### src/rtl/aes_spi_pkg.sv
// Shared types and frame layout for the AES command-link SPI master.
// The frame is {loc, addr, key, mode}, sent MSB first.
package aes_spi_pkg;

   localparam int FRAME_BITS = 145;
   localparam int LOC_MSB    = 144;
   localparam int ADDR_MSB   = 136;
   localparam int KEY_MSB    = 128;
   localparam int MODE_BIT   = 0;

   typedef enum logic [1:0] {
      IDLE,
      ARM,
      SHIFT,
      WAIT_DONE
   } spi_tx_state_t;

   function automatic logic [FRAME_BITS-1:0] pack_frame(
      input logic [7:0]   loc,
      input logic [7:0]   addr,
      input logic [127:0] key,
      input logic         mode
   );
      logic [FRAME_BITS-1:0] f;
      f = '0;
      f[LOC_MSB  -: 8]   = loc;
      f[ADDR_MSB -: 8]   = addr;
      f[KEY_MSB  -: 128] = key;
      f[MODE_BIT]        = mode;
      return f;
   endfunction

endpackage

### src/rtl/flex_pts_sr.sv
// Parallel-to-serial shift register, MSB first, zero-filled from the LSB.
// Load has priority over shift.
module flex_pts_sr #(
   parameter int NUM_BITS = 145
) (
   input  logic                clk,
   input  logic                rst,
   input  logic                i_load,
   input  logic                i_shift_enable,
   input  logic [NUM_BITS-1:0] i_parallel_in,
   output logic                o_serial_out
);

   logic [NUM_BITS-1:0] r_sr;

   always_ff @(posedge clk) begin
      if (rst) begin
         r_sr <= '0;
      end else if (i_load) begin
         r_sr <= i_parallel_in;
      end else if (i_shift_enable) begin
         r_sr <= {r_sr[NUM_BITS-2:0], 1'b0};
      end
   end

   assign o_serial_out = r_sr[NUM_BITS-1];

endmodule

### src/rtl/spi_master_tx.sv
// Master-side serializer for the AES chip command link: one command in,
// one 145-bit frame out on mosi, then wait for the slave's done on miso.
module spi_master_tx
   import aes_spi_pkg::*;
#(
   parameter int TIMEOUT_CYCLES = 4096,
   parameter int CNT_W          = 13
) (
   input  logic         clk,
   input  logic         rst,
   input  logic         cmd_valid,
   output logic         cmd_ready,
   input  logic [127:0] cmd_key,
   input  logic [7:0]   cmd_addr,
   input  logic [7:0]   cmd_loc,
   input  logic         cmd_mode,
   input  logic         miso,
   output logic         ss,
   output logic         mosi,
   output logic         xfer_done,
   output logic         xfer_err
);

   localparam logic [CNT_W-1:0] C_LAST_BIT = CNT_W'(FRAME_BITS - 1);
   localparam logic [CNT_W-1:0] C_TMO_LAST = CNT_W'(TIMEOUT_CYCLES - 1);

   spi_tx_state_t         r_state;
   logic [CNT_W-1:0]      r_cnt;
   logic                  r_ss;
   logic                  r_mosi;
   logic                  r_ready;
   logic                  r_done;
   logic                  r_err;

   logic [FRAME_BITS-1:0] w_frame;
   logic                  w_load;
   logic                  w_shift;
   logic                  w_sr_msb;

   assign w_frame = pack_frame(cmd_loc, cmd_addr, cmd_key, cmd_mode);
   assign w_load  = (r_state == IDLE) && cmd_valid && r_ready;
   // The register advances on the ARM->SHIFT edge too, so that the
   // second frame bit is at the MSB when SHIFT begins.
   assign w_shift = !miso && ((r_state == ARM) || (r_state == SHIFT));

   flex_pts_sr #(
      .NUM_BITS(FRAME_BITS)
   ) u_sr (
      .clk            (clk),
      .rst            (rst),
      .i_load         (w_load),
      .i_shift_enable (w_shift),
      .i_parallel_in  (w_frame),
      .o_serial_out   (w_sr_msb)
   );

   always_ff @(posedge clk) begin
      if (rst) begin
         r_state <= IDLE;
         r_cnt   <= '0;
         r_ss    <= 1'b1;
         r_mosi  <= 1'b0;
         r_ready <= 1'b0;
         r_done  <= 1'b0;
         r_err   <= 1'b0;
      end else begin
         r_done <= 1'b0;
         r_err  <= 1'b0;
         unique case (r_state)
            IDLE: begin
               r_ready <= 1'b1;
               if (w_load) begin
                  r_ready <= 1'b0;
                  r_state <= ARM;
               end
            end
            ARM: begin
               if (!miso) begin
                  r_ss    <= 1'b0;
                  r_mosi  <= w_sr_msb;
                  r_cnt   <= '0;
                  r_state <= SHIFT;
               end
            end
            SHIFT: begin
               if (miso) begin
                  // Slave has cleared its receiver; a partial frame is useless.
                  r_ss    <= 1'b1;
                  r_mosi  <= 1'b0;
                  r_cnt   <= '0;
                  r_err   <= 1'b1;
                  r_ready <= 1'b1;
                  r_state <= IDLE;
               end else if (r_cnt == C_LAST_BIT) begin
                  r_ss    <= 1'b1;
                  r_mosi  <= 1'b0;
                  r_cnt   <= '0;
                  r_state <= WAIT_DONE;
               end else begin
                  r_mosi <= w_sr_msb;
                  r_cnt  <= r_cnt + CNT_W'(1);
               end
            end
            WAIT_DONE: begin
               r_cnt <= r_cnt + CNT_W'(1);
               if (miso) begin
                  r_done  <= 1'b1;
                  r_ready <= 1'b1;
                  r_cnt   <= '0;
                  r_state <= IDLE;
               end else if (r_cnt == C_TMO_LAST) begin
                  r_err   <= 1'b1;
                  r_ready <= 1'b1;
                  r_cnt   <= '0;
                  r_state <= IDLE;
               end
            end
            default: begin
               r_state <= IDLE;
            end
         endcase
      end
   end

   assign cmd_ready = r_ready;
   assign ss        = r_ss;
   assign mosi      = r_mosi;
   assign xfer_done = r_done;
   assign xfer_err  = r_err;

endmodule

### config.mk
export PLATFORM = sky130hd
export DESIGN_NAME = spi_master_tx
export DESIGN_NICKNAME = d
export VERILOG_FILES = /design/src/rtl/aes_spi_pkg.sv /design/src/rtl/flex_pts_sr.sv /design/src/rtl/spi_master_tx.sv
export SDC_FILE = /design/constraint.sdc
export NUM_CORES = 1
export LEC_CHECK = 0
export ABC_CLOCK_PERIOD_IN_PS = 3900
export BUFFER_PORTS_ARGS = -buffer_cell sky130_fd_sc_hd__buf_2
export CORE_ASPECT_RATIO = 0.5
export CORE_MARGIN = 5
export CORE_UTILIZATION = 55
export CTS_CLUSTER_DIAMETER = 50
export DETAILED_ROUTE_END_ITERATION = 7
export PLACE_DENSITY = 0.82
export REMOVE_ABC_BUFFERS = 1
export SYNTH_ARGS = -nofsm -noshare
export SYNTH_HDL_FRONTEND = slang
export SYNTH_SLANG_ARGS = --single-unit
### constraint.sdc
create_clock -name clk -period 3.9 [get_ports clk]
set_clock_uncertainty 0.2 [all_clocks]
set_input_delay 0.78 -clock clk [delete_from_list [all_inputs] [get_ports clk]]
set_output_delay 0.78 -clock clk [all_outputs]
set_load 0.01 [all_outputs]
Yosys cells after proc, flatten, opt, wreduce, memory -nomap -nowiden --
Index checks and enable logic that the tools add are counted.
Storage, ports and cells: flip-flop bits (word level) 165, output and inout bits 5, RAM bits 0, latch bits 0, input bits 149, logic and storage cells 68, bits in read-only memories 0, memories kept 0
Cells by class: $mul 0, divide/modulo/power cells 0, shift-type cells 0, multiplexer cells 32, $lt $le $gt $ge 0, add/sub/neg operators 1, reduce and logical (&&, ||, !) cells 16, eq/ne operators 10, bitwise operators 1
Operators by type and width (count):
- $mux W145 | 2
- $mux W13 | 5
- $pmux W13 S3 | 1
- $add A13 B1 Y13 const B | 1
- $eq A13 B12 Y1 const B | 1
- $eq A13 B8 Y1 const B | 1
- $mux W1 | 13
- $mux W2 | 6
- $pmux W2 S4 | 1
- $pmux W1 S2 | 3
- $reduce_and A3 Y1 | 2
- $reduce_bool A3 Y1 | 2
- $eq A2 B2 Y1 const B | 2
- $ne A2 B2 Y1 const B | 2
- $reduce_and A2 Y1 | 2
- $reduce_and A4 Y1 | 1
- $reduce_bool A2 Y1 | 2
- $logic_and A1 B1 Y1 | 3
- $ne A3 B2 Y1 const B | 1
- $ne A3 B3 Y1 const B | 1
- $pmux W1 S3 | 1
- $eq A2 B1 Y1 const B | 1
- $logic_not A2 Y1 | 1
- $ne A2 B1 Y1 const B | 1
- 4 further kinds | 4

Longest topological paths before layout --
Gate-level depths: netlist (run 1).
depth in word-level cells 5, mapped depth 8, mapped depth without buffers 6

Hierarchy --
From an unflattened synthesis (run 1), not the netlist that was laid out.
Second synthesis, totals: cell total of the unflattened synthesis 782, area, all modules 7981.4 sq um
By module, submodules not included:
- flex_pts_sr | cells an instance 644, instances 1, area an instance 6688.9 sq um, sequential area each 2902.8 sq um
- spi_master_tx | cells an instance 138, instances 1, area an instance 1292.5 sq um, sequential area each 400.4 sq um

Worst setup path after synthesis (run 1) --
OpenSTA, ideal clock, no wires.
kind input-to-reg, start point input miso, end point register u_sr.r_sr[65], slack 1645 ps, data arrival time 1918 ps, data required time 3563 ps, library setup time 137 ps, path buffers 4, stages 7, cells stage by stage buf_2 -> nand2b_1 -> buf_2 -> buf_4 -> buf_2 -> mux2i_1 -> a211oi_1
On the way: longest elaborated chain between the ends 3
RTL lines:
- from (decl) | line spi_master_tx.sv:17 | input logic miso,
- $logic_not A1 Y1
- $logic_and A1 B1 Y1 | line spi_master_tx.sv:44 | assign w_shift = !miso && ((r_state == ARM) || (r_state == SHIFT));
- $reduce_bool A2 Y1 (no source line)
- to (signal assigned) | line flex_pts_sr.sv:20 | r_sr <= i_parallel_in;
- to (signal assigned) | line flex_pts_sr.sv:22 | r_sr <= {r_sr[NUM_BITS-2:0], 1'b0};
- to (decl) | line flex_pts_sr.sv:14 | logic [NUM_BITS-1:0] r_sr;
No other way between the ends. A chain may end at the register's enable or synchronous reset.

Worst setup path after layout (run 1) --
start point register r_state[0], end point register u_sr.r_sr[98]
On the way: longest elaborated chain between the ends 4, elaborated cells between the ends (all ways) 9, those cells by class 2 x eq/ne; 1 x mux; 6 x reduce/logical
RTL lines:
- from (decl) | line spi_master_tx.sv:27 | spi_tx_state_t r_state;
- from (signal assigned) | line spi_master_tx.sv:59 | r_state <= IDLE;
- from (signal assigned) | line spi_master_tx.sv:74 | r_state <= ARM;
- from (signal assigned) | line spi_master_tx.sv:82 | r_state <= SHIFT;
- $eq A2 B1 Y1, or another cell as far along | line spi_master_tx.sv:44
- $logic_or A1 B1 Y1 / $logic_and A1 B1 Y1 (equally long branches) | line spi_master_tx.sv:44, spi_master_tx.sv:41
- $logic_and A1 B1 Y1 (on tied branches) | line spi_master_tx.sv:44, spi_master_tx.sv:41
- $reduce_bool A2 Y1 (no source line) / $mux W145 (equally long branches)
Several ways; a longest one is shown, not always the timed one.

==> flow_metrics.tcl, run 1 <==
set metrics [dict create \
    finalSetupViolCount 0 \
    maxSlewViolCount 0 \
    final_nets 1042 \
    highest_count_cells_in_the_layout_ignoring_fill_and_taps "165 x dfxtp_1, 155 x nor2_1, 152 x buf_2" \
    critical_path.max_fanout 28 \
    drive_above_1_share_pct 22.7 \
    pin_count 154 \
    count_of_hold_buffers_inserted_by_post_cts_repair 0 \
    r2r_setup_slack_ps 1420 \
    effective_utilization_at_floorplan_pct 57.3 \
    first_pass_iters 4 \
    floorplan.die_area_um2 16000 \
    critical_path_start "r_state[0]" \
    synth_area_um2 7400 \
    max_cap_violations 0 \
    ys_seq_area_share_pct 44.7 \
    crit_type "flop to flop" \
    worst_setup_path_start_kind "flop" \
    placed_instance_count 1037 \
    async_reset_ff_share_pct 0 \
    grt_start_max_net_pins 99 \
    ys_warn_count 0 \
    top_flip_flop_cell_by_instance_count_after_synthesis "dfxtp_1" \
    synth_compound_gate_area_share_pct 18.0 \
    powerDensity_nw_per_um2 651 \
    die_x_um 174 \
    groute.usage.overall_pct 19.7 \
    std_cell_rows 29 \
    worst_hold_path_type "flop to flop" \
    clock_sink_count 165 \
    cts.clk_slew.worst_paths_ps 70 \
    grt_setup_unrepaired "no" \
    post_synth_xor_area_fraction_pct 0.829 \
    wl_met1_um 7380 \
    ctsRootBufferMaster "clkbuf_16" \
    max_freq_mhz 403 \
    rr_endpoint "u_sr.r_sr[98]" \
    diodes 0 \
    post_synth_num_cell_types 45 \
    post-route-period-util_pct 63.7 \
    yosys.area_share.simple_pct 11.5 \
    number_of_synthesized_flops_with_an_enable_pin 0 \
    post-route-drc-count 0 \
    routed-wl-met3_um 450 \
    cts_tree "yes" \
    antenna_found_initial 0 \
    instances_no_fill 1069 \
    synth.area.mux_share_pct 19.6 \
    clock_latency_ps 410 \
    status "completed" \
    fin_hold_ws_ps 275 \
    floorplan.die.height_um 92.0 \
    io_buffer_count 153 \
    synthTopCellsByArea "dfxtp_1 45%, mux2i_1 20%, a211oi_1 15%, nor2_1 7.9%, clkbuf_1 2.5%" \
    grt_pass1_vias 5981 \
    finalWirelength_um 16000 \
    fin_crit_ps 2480 \
    max_slew_margin_pct 58.0 \
    top_layer_used "met4" \
    r2r_start "r_state[0]" \
    synth_largest_type_area_fraction_pct 44.7 \
    drt_iter0_markers 358 \
    h_tree_depth_reported_by_cts 4 \
    grt-ovfl-total 0 \
    route.met2.wl_um 7990 \
    final.fill_count 1032 \
    place.gp.congestion 0.845 \
    synth_top_family_by_area "multiplexers" \
    r2r_cell_count 6 \
    worst_setup_path_endpoint "u_sr.r_sr[98]" \
    dominant_cell_type_by_area_after_synthesis "dfxtp_1" \
    dr_total_vias 5912 \
    layout_commonest_cell "dfxtp_1" \
    post-cts-setup-buffers 0 \
    vdd_drop_max_uv 394 \
    grt_pass1_wl_um 27000 \
    min_path_cells 2 \
    ctsLongestPathBuffers 2 \
    core_um2 12900 \
    register_bit_count_reported_by_yosys 165 \
    critical_path_arrival_ps 2590 \
    cts_repair_resize_count 0 \
    total_leakage_power_nw 4.31 \
    critPathRequiredTime_ps 4010 \
    final_hold_viol_count 0 \
    tritoncts.num_buffers 17 \
    flow.area_growth_from_synthesis_pct 19.5 \
    synth_adder_area_share_pct 1.18 \
    worst_setup_path_end_kind "flop" \
    vias_per_cell 5.53 \
    avgSynthCellArea_um2 9.57 \
    hpwlAfterDp_um 10700 \
    route.detailed.wl_per_inst_um 15.0 \
    ant_nets 0 \
    worst_pin_slew_ps 630 \
    synthCells 773 \
]
kinds of logic (layout without fill, tap and decap cells):
family / after synthesis / count (layout)
AND/OR/NAND/NOR: 200 / 200
AO/OA/AOI/OAI: 174 / 174
flip-flops: 165 / 165
buffers and inverters: 75 / 201
adder cells (fa/ha/maj): 7 / 7
multiplexers: 145 / 145
XOR/XNOR: 7 / 7
final cells by class:
type	instances	area (um2)	share of cell area, %
Multi-Input combinational cell	533	3800	43.0
Tap cell	170	213	2.41
Inverter	7	26.3	0.297
Timing Repair Buffer	162	923	10.4
Sequential cell	165	3300	37.4
Clock inverter	13	121	1.37
Clock buffer	19	453	5.12
critical path: stages, from the launching register on:
cell and delay, ps:
dfxtp_1 410, inv_1 110, ha_1 340, nand2b_4 420
buf_4 440, mux2i_1 140, a211oi_1 290
through the flow:
step                      TNS, ps  setup slack [ps]  utilization [%]  power (mW)  cell area, um2
after floorplan           -485160             -3350                -        4.10            7110
after global placement          0              1320             64.0        4.09            8260
after detailed placement        0              1210             64.0        4.15            8260
after CTS                       0              1420             68.4        5.78            8840
after global routing            0              1280             68.4        6.09            8840
final                           0              1420             68.4        5.75            8840
power breakdown:
part           total, mW  internal (mW)  switching, mW
Clock               1.62          0.923          0.695
Combinational       1.74          0.812          0.932
Sequential          2.39           2.14          0.249
Total               5.75           3.88           1.88
cells in the mapped netlist (2+ instances only):
| library cell | n |
|---|---|
| a211oi_1 | 144 |
| a21oi_1 | 9 |
| and3_1 | 3 |
| buf_2 | 12 |
| buf_4 | 5 |
| clkbuf_1 | 50 |
| dfxtp_1 | 165 |
| ha_1 | 7 |
| inv_1 | 7 |
| mux2i_1 | 145 |
| nand2_1 | 10 |
| nand2b_1 | 2 |
| nand3_1 | 6 |
| nand4_2 | 2 |
| nor2_1 | 155 |
| nor2b_1 | 2 |
| nor3_1 | 4 |
| nor3b_1 | 2 |
| nor4_1 | 5 |
| o21ai_0 | 6 |
| or3_1 | 3 |
| xnor2_1 | 5 |
| xor2_1 | 2 |
per-layer routing:
metal  vias to the layer above  track usage [%]
li1                       3050                -
met5                         -                0
met3                        19             3.66
met2                        82             35.5
met1                      2761             24.4
met4                         0             5.66
sequential cells by signal (all words and copies together), names as in the netlist:
name       count
mosi           1
r_cnt         13
ss             1
u_sr.r_sr    145
cmd_ready      1
xfer_done      1
r_state        2
xfer_err       1
how the worst min path moves through the flow:
stage | slack (ps) | endpoint | startpoint
after floorplan | 240 | u_sr.r_sr[0] | u_sr.r_sr[0]
after global placement | 260 | u_sr.r_sr[0] | u_sr.r_sr[0]
after detailed placement | 260 | u_sr.r_sr[0] | u_sr.r_sr[0]
after CTS | 280 | u_sr.r_sr[0] | u_sr.r_sr[0]
after global routing | 310 | u_sr.r_sr[0] | u_sr.r_sr[0]
final | 280 | u_sr.r_sr[0] | u_sr.r_sr[0]
(Power assumes the default switching activity.)
==> inputs of run 2 (changes only) <==
--- a/config.mk
+++ b/config.mk
@@ -5,14 +5,15 @@
 export SDC_FILE = /design/constraint.sdc
 export NUM_CORES = 1
 export LEC_CHECK = 0
-export ABC_CLOCK_PERIOD_IN_PS = 3900
+export ABC_AREA = 1
+export ABC_CLOCK_PERIOD_IN_PS = 2200
 export BUFFER_PORTS_ARGS = -buffer_cell sky130_fd_sc_hd__buf_2
 export CORE_ASPECT_RATIO = 0.5
 export CORE_MARGIN = 5
-export CORE_UTILIZATION = 55
+export CORE_UTILIZATION = 50
 export CTS_CLUSTER_DIAMETER = 50
 export DETAILED_ROUTE_END_ITERATION = 7
-export PLACE_DENSITY = 0.82
+export PLACE_DENSITY = 0.78
 export REMOVE_ABC_BUFFERS = 1
 export SYNTH_ARGS = -nofsm -noshare
 export SYNTH_HDL_FRONTEND = slang
==> constraint.sdc (replaced) <==
create_clock -name clk -period 2.2 [get_ports clk]
set_clock_uncertainty 0.2 [all_clocks]
set_input_delay 0.44 -clock clk [delete_from_list [all_inputs] [get_ports clk]]
set_output_delay 0.44 -clock clk [all_outputs]
set_load 0.01 [all_outputs]
==> flow_metrics.tcl, run 2 <==
set metrics [dict create \
    flow.area_growth_from_synthesis_pct 18.0 \
    cts.clk_slew.worst_paths_ps 70 \
    ant_nets 0 \
    highest_count_cells_in_the_layout_ignoring_fill_and_taps "313 x inv_1, 165 x dfxtp_1, 154 x nor2_1" \
    worst_setup_path_end_kind "flop" \
    post_synth_num_cell_types 31 \
    critical_path_arrival_ps 2140 \
    top_flip_flop_cell_by_instance_count_after_synthesis "dfxtp_1" \
    ctsLongestPathBuffers 2 \
    worst_hold_path_type "primary input to flop" \
    hpwlAfterDp_um 12800 \
    ctsRootBufferMaster "clkbuf_16" \
    ys_seq_area_share_pct 40.4 \
    std_cell_rows 33 \
    clock_sink_count 165 \
    finalWirelength_um 19000 \
    groute.usage.overall_pct 19.6 \
    max_freq_mhz 491 \
    grt_pass1_wl_um 31500 \
    antenna_found_initial 2 \
    critPathRequiredTime_ps 2300 \
    final_hold_viol_count 0 \
    crit_type "flop to flop" \
    grt-ovfl-total 0 \
    synthTopCellsByArea "dfxtp_1 40%, o221ai_1 15%, inv_1 14%, nor2_1 7.1%, o21ai_0 5.1%" \
    io_buffer_count 153 \
    floorplan.die_area_um2 19200 \
    first_pass_iters 4 \
    dpl_cell_area_um2 9110 \
    floorplan.die.height_um 100 \
    worst_pin_slew_ps 350 \
    synthCells 1127 \
    dominant_cell_type_by_area_after_synthesis "dfxtp_1" \
    maxSlewViolCount 0 \
    effective_utilization_at_floorplan_pct 50.4 \
    avgSynthCellArea_um2 7.26 \
    total_leakage_power_nw 4.84 \
    powerDensity_nw_per_um2 1080 \
    r2r_setup_slack_ps 160 \
    critical_path.max_fanout 70 \
    reg_top3 "u_sr.r_sr (145), r_cnt (13), r_state (2)" \
    r2r_cell_count 8 \
    rr_endpoint "u_sr.r_sr[21]" \
    async_reset_ff_share_pct 0 \
    min_path_cells 3 \
    synth_area_um2 8180 \
    grt_start_max_net_pins 74 \
    final.fill_count 1510 \
    drt_iter0_markers 414 \
    number_of_synthesized_flops_with_an_enable_pin 0 \
    tritoncts.num_buffers 17 \
    h_tree_depth_reported_by_cts 4 \
    synth_commonest_cells "313 x inv_1, 165 x dfxtp_1, 154 x nor2_1" \
    pin_count 154 \
    register_bit_count_reported_by_yosys 165 \
    status "completed" \
    top_register "u_sr.r_sr" \
    layout_commonest_cell "inv_1" \
    place.gp.congestion 0.857 \
    stdcell_area_um2 9660 \
    total_power_mw 10.4 \
    worst_setup_path_start_kind "flop" \
    vias_per_cell 5.08 \
    cts_tree "yes" \
    post-route-drc-count 0 \
    synthMostInstantiatedCell "inv_1" \
    fin_crit_ps 2040 \
    largest_reg_flops 145 \
    final_nets 1393 \
    drive_above_1_share_pct 17.7 \
    max_slew_margin_pct 76.7 \
    die_x_um 191 \
    post-cts-setup-buffers 0 \
    vdd_drop_max_uv 607 \
    count_of_hold_buffers_inserted_by_post_cts_repair 0 \
    ys_warn_count 0 \
    min-delay-start "cmd_key[8]" \
    core_um2 16200 \
    grt_pass1_vias 6998 \
    grt_setup_unrepaired "yes" \
    totalNegativeSetupSlack_ps 0 \
    finalSetupViolCount 0 \
    post-route-period-util_pct 92.6 \
    fin_hold_ws_ps 87.0 \
    dr_total_vias 7515 \
    synth_largest_type_area_fraction_pct 40.4 \
    route.detailed.wl_per_inst_um 12.9 \
    worstHoldEndpoint "u_sr.r_sr[9]" \
    clock_latency_ps 420 \
    r2r_start "r_state[0]" \
    max_cap_violations 0 \
]
[run 2: cell types whose count changed in the layout (fill, tap and decap cells not counted), sizes merged, moves of 8 or more]
cell,before,now
buf,162,170
inv,12,321
nand2,10,57
o21ai,6,153
nand3,6,17
a211oi,144,0
o221ai,0,139
mux2i,145,0
[run 2: layer usage]
| metal | share of wire, % | global-route usage [%] | wire length [um] | vias to the layer above |
|---|---|---|---|---|
| li1 | - | - | - | 3879 |
| met1 | 47 | 25.3 | 8900 | 3499 |
| met2 | 48 | 33.3 | 9150 | 113 |
| met3 | 3.2 | 3.43 | 610 | 24 |
| met4 | 1.9 | 7.06 | 361 | 0 |
| met5 | 0 | 0 | 0 | - |
[run 2: worst max path at each step]
stage	from	endpoint	slack, ps	cells after the start
floorplan	r_state[0]	u_sr.r_sr[100]	-3520	6
CTS	r_state[0]	u_sr.r_sr[126]	150	8
global route	r_state[0]	u_sr.r_sr[72]	-8	8
detailed placement	r_state[0]	u_sr.r_sr[126]	160	8
finish	r_state[0]	u_sr.r_sr[21]	160	8
global placement	r_state[0]	u_sr.r_sr[77]	260	8
[run 2: cell type report]
class                      instances  area [um2]  share of cell area (%)
antenna                            2        5.00                  0.0518
clock inverter                    12        98.8                    1.02
tap                              227         284                    2.94
timing repair buffer             170        1040                    10.8
sequential                       165        3300                    34.2
inverter                         318        1200                    12.4
multi-input combinational        565        3290                    34.0
clock buffer                      20         437                    4.52
[run 2: power by group]
group / switching, mW / internal (mW) / leakage (nW)
Combinational: 2.32 / 1.37 / 3.24
Sequential: 0.221 / 3.78 / 1.35
Clock: 1.29 / 1.46 / 0.244
Total: 3.83 / 6.62 / 4.84
[run 2: cells by family after synthesis]
group / after synthesis / share of synthesized area (%)
flops: 165 / 40.4
xor+xnor: 3 / 0.321
compound gates: 310 / 25.6
buf+inv: 397 / 19.7
simple gates: 245 / 13.0
fa+ha+maj: 7 / 1.07
[run 2: through the flow]
step | instances | setup slack (ps) | utilization (%)
detailed placement | 1445 | 158 | 56.1
finish | 1479 | 163 | 59.5
global route | 1479 | -8.33 | 59.5
CTS | 1477 | 154 | 59.4
floorplan | 1048 | -3520 | -
global placement | 1445 | 256 | 56.1
[run 2: critical path, cell delays in order (launching register included)]
cell and delay, ps:
dfxtp_1 390, inv_1 110, ha_1 330, nand2_4 120, inv_4 100, buf_12 270
o21ai_1 100, o221ai_1 160, inv_1 70
[run 2: what timing repair did]
item / CTS / global route
resized for setup: 0 / 1
hold endpoints to repair: 0 / 0
setup endpoints to repair: 0 / 6
==> inputs of run 3 (changes only) <==
--- a/config.mk
+++ b/config.mk
@@ -5,7 +5,6 @@
 export SDC_FILE = /design/constraint.sdc
 export NUM_CORES = 1
 export LEC_CHECK = 0
-export ABC_AREA = 1
 export ABC_CLOCK_PERIOD_IN_PS = 2200
 export BUFFER_PORTS_ARGS = -buffer_cell sky130_fd_sc_hd__buf_2
 export CORE_ASPECT_RATIO = 0.5
@@ -13,7 +12,7 @@
 export CORE_UTILIZATION = 50
 export CTS_CLUSTER_DIAMETER = 50
 export DETAILED_ROUTE_END_ITERATION = 7
-export PLACE_DENSITY = 0.78
+export PLACE_DENSITY = 0.79
 export REMOVE_ABC_BUFFERS = 1
 export SYNTH_ARGS = -nofsm -noshare
 export SYNTH_HDL_FRONTEND = slang
==> flow_metrics.tcl, run 3 (synthesis gave the netlist of run 1 again) <==
set metrics [dict create \
    status "completed" \
    ant_nets 0 \
    max_cap_violations 0 \
    largest_reg_flops 145 \
    layout_commonest_cell "dfxtp_1" \
    final_nets 1055 \
    finalWirelength_um 16500 \
    h_tree_depth_reported_by_cts 4 \
    die_x_um 182 \
    critical_path.max_fanout 48 \
    pin_count 154 \
    total_leakage_power_nw 4.43 \
    powerDensity_nw_per_um2 1180 \
    total_power_mw 10.8 \
    top_register "u_sr.r_sr" \
    hpwlAfterDp_um 11200 \
    ctsRootBufferMaster "clkbuf_16" \
    dr_total_vias 5951 \
    post-route-drc-count 0 \
    drt_iter0_markers 264 \
    max_slew_margin_pct 60.2 \
    grt_pass1_wl_um 26800 \
    critical-path-max-stage-delay_ps 400 \
    cts_tree "yes" \
    maxSlewViolCount 0 \
    critPathRequiredTime_ps 2260 \
    vdd_drop_max_uv 764 \
    diodes 0 \
    stdcell_area_um2 9110 \
    post-route-period-util_pct 96.7 \
    path_cells "inv_1 > ha_1 > nand2b_4 > buf_12 > mux2i_1 > a211oi_1" \
    grt_pass1_vias 5926 \
    effective_utilization_at_floorplan_pct 51.1 \
    count_of_hold_buffers_inserted_by_post_cts_repair 0 \
    first_pass_iters 6 \
    place_ws_ps 111 \
    max_freq_mhz 470 \
    worst_setup_path_start_kind "flop" \
    clock_sink_count 165 \
    final.fill_count 1184 \
    placed_instance_count 1078 \
    reg_top3 "u_sr.r_sr (145), r_cnt (13), r_state (2)" \
    layout_utilization_pct 63.0 \
    route.detailed.wl_per_inst_um 14.9 \
    groute.usage.overall_pct 18.5 \
    ctsLongestPathBuffers 2 \
    core_um2 14500 \
    antenna_found_initial 0 \
    grt-ovfl-total 0 \
    worst_pin_slew_ps 592 \
    critical_path_slowest_stage_cell "dfxtp_1" \
    floorplan.die_area_um2 17500 \
    drive_above_1_share_pct 23.9 \
    timing.critical_path.buf_inv 2 \
    final_hold_viol_count 0 \
    clock_latency_ps 410 \
    cts.clk_slew.worst_paths_ps 70 \
    dpl_cell_area_um2 8450 \
    finalWorstSetupSlack_ps 73.2 \
    grt_setup_unrepaired "yes" \
    path_delay_family "buffers and inverters" \
    worst_hold_path_type "primary input to flop" \
    finalSetupViolCount 0 \
    place.gp.congestion 0.821 \
    io_buffer_count 153 \
    critical_path_arrival_ps 2190 \
    fin_crit_ps 2130 \
    tritoncts.num_buffers 17 \
    worst_setup_path_end_kind "flop" \
    vias_per_cell 5.36 \
    floorplan.die.height_um 96.0 \
    highest_count_cells_in_the_layout_ignoring_fill_and_taps "165 x dfxtp_1, 155 x nor2_1, 152 x buf_2" \
    grt_start_max_net_pins 120 \
    instances_no_fill 1110 \
    flow.area_growth_from_synthesis_pct 23.2 \
    crit_type "flop to flop" \
    std_cell_rows 31 \
]
-- run 3: changes by cell type in the layout (fill, tap and decap cells not counted), sizes merged, moves of 11 or more --
| cell | change |
|---|---|
| mux2i | +145 |
| o221ai | -139 |
| nand2 | -47 |
| a211oi | +144 |
| o21ai | -147 |
| nand3 | -11 |
| inv | -312 |
-- run 3: timing repair --
| item | in CTS | in global routing |
|---|---|---|
| resized for setup | 0 | 3 |
| setup endpoints to repair | 0 | 8 |
| setup buffers | 0 | 0 |
-- run 3: final timing paths --
path | slack, ps | depth (start not counted) | endpoint | from
max | 70 | 6 | u_sr.r_sr[140] | r_state[0]
min | 100 | 3 | u_sr.r_sr[0] | cmd_mode
max reg2reg | 70 | 6 | u_sr.r_sr[140] | r_state[0]
min reg2reg | 290 | 2 | u_sr.r_sr[0] | u_sr.r_sr[0]
-- run 3: cell type report --
class | count | area (um2) | share of cell area [%]
repair buffers | 175 | 1080 | 11.8
flip-flops and latches | 165 | 3300 | 36.2
inverters | 7 | 26.3 | 0.288
clock inverters | 12 | 199 | 2.18
clock buffers | 20 | 457 | 5.01
multi-input cells | 533 | 3800 | 41.7
well taps | 198 | 248 | 2.72
-- run 3: stage by stage --
step,TNS (ps),hold WS [ps]
global route,-41.8,99.8
finish,0,102
detailed placement,0,271
global placement,0,264
floorplan,-697930,241
CTS,0,86.2
-- run 3: per-layer routing --
metal  global-route usage (%)  wire [um]
met4                     6.74        294
met5                        0          0
met2                     34.0       8400
met3                     3.36        461
met1                     22.1       7390
-- run 3: report_power, final --
| group | leakage (nW) | switching, mW | internal [mW] |
|---|---|---|---|
| combinational | 2.76 | 1.68 | 1.57 |
| sequential | 1.35 | 0.437 | 3.80 |
| clock | 0.321 | 1.20 | 2.08 |
-- run 3: worst register-to-register path: cells and delay by family, from the launching register on --
kind | cells | cell delay [ps]
AOI/OAI and AO/OA | 1 | 120
adders and majority gates | 1 | 350
buffers and inverters | 2 | 430
DFF | 1 | 400
muxes | 1 | 320
and+or+nand+nor | 1 | 160
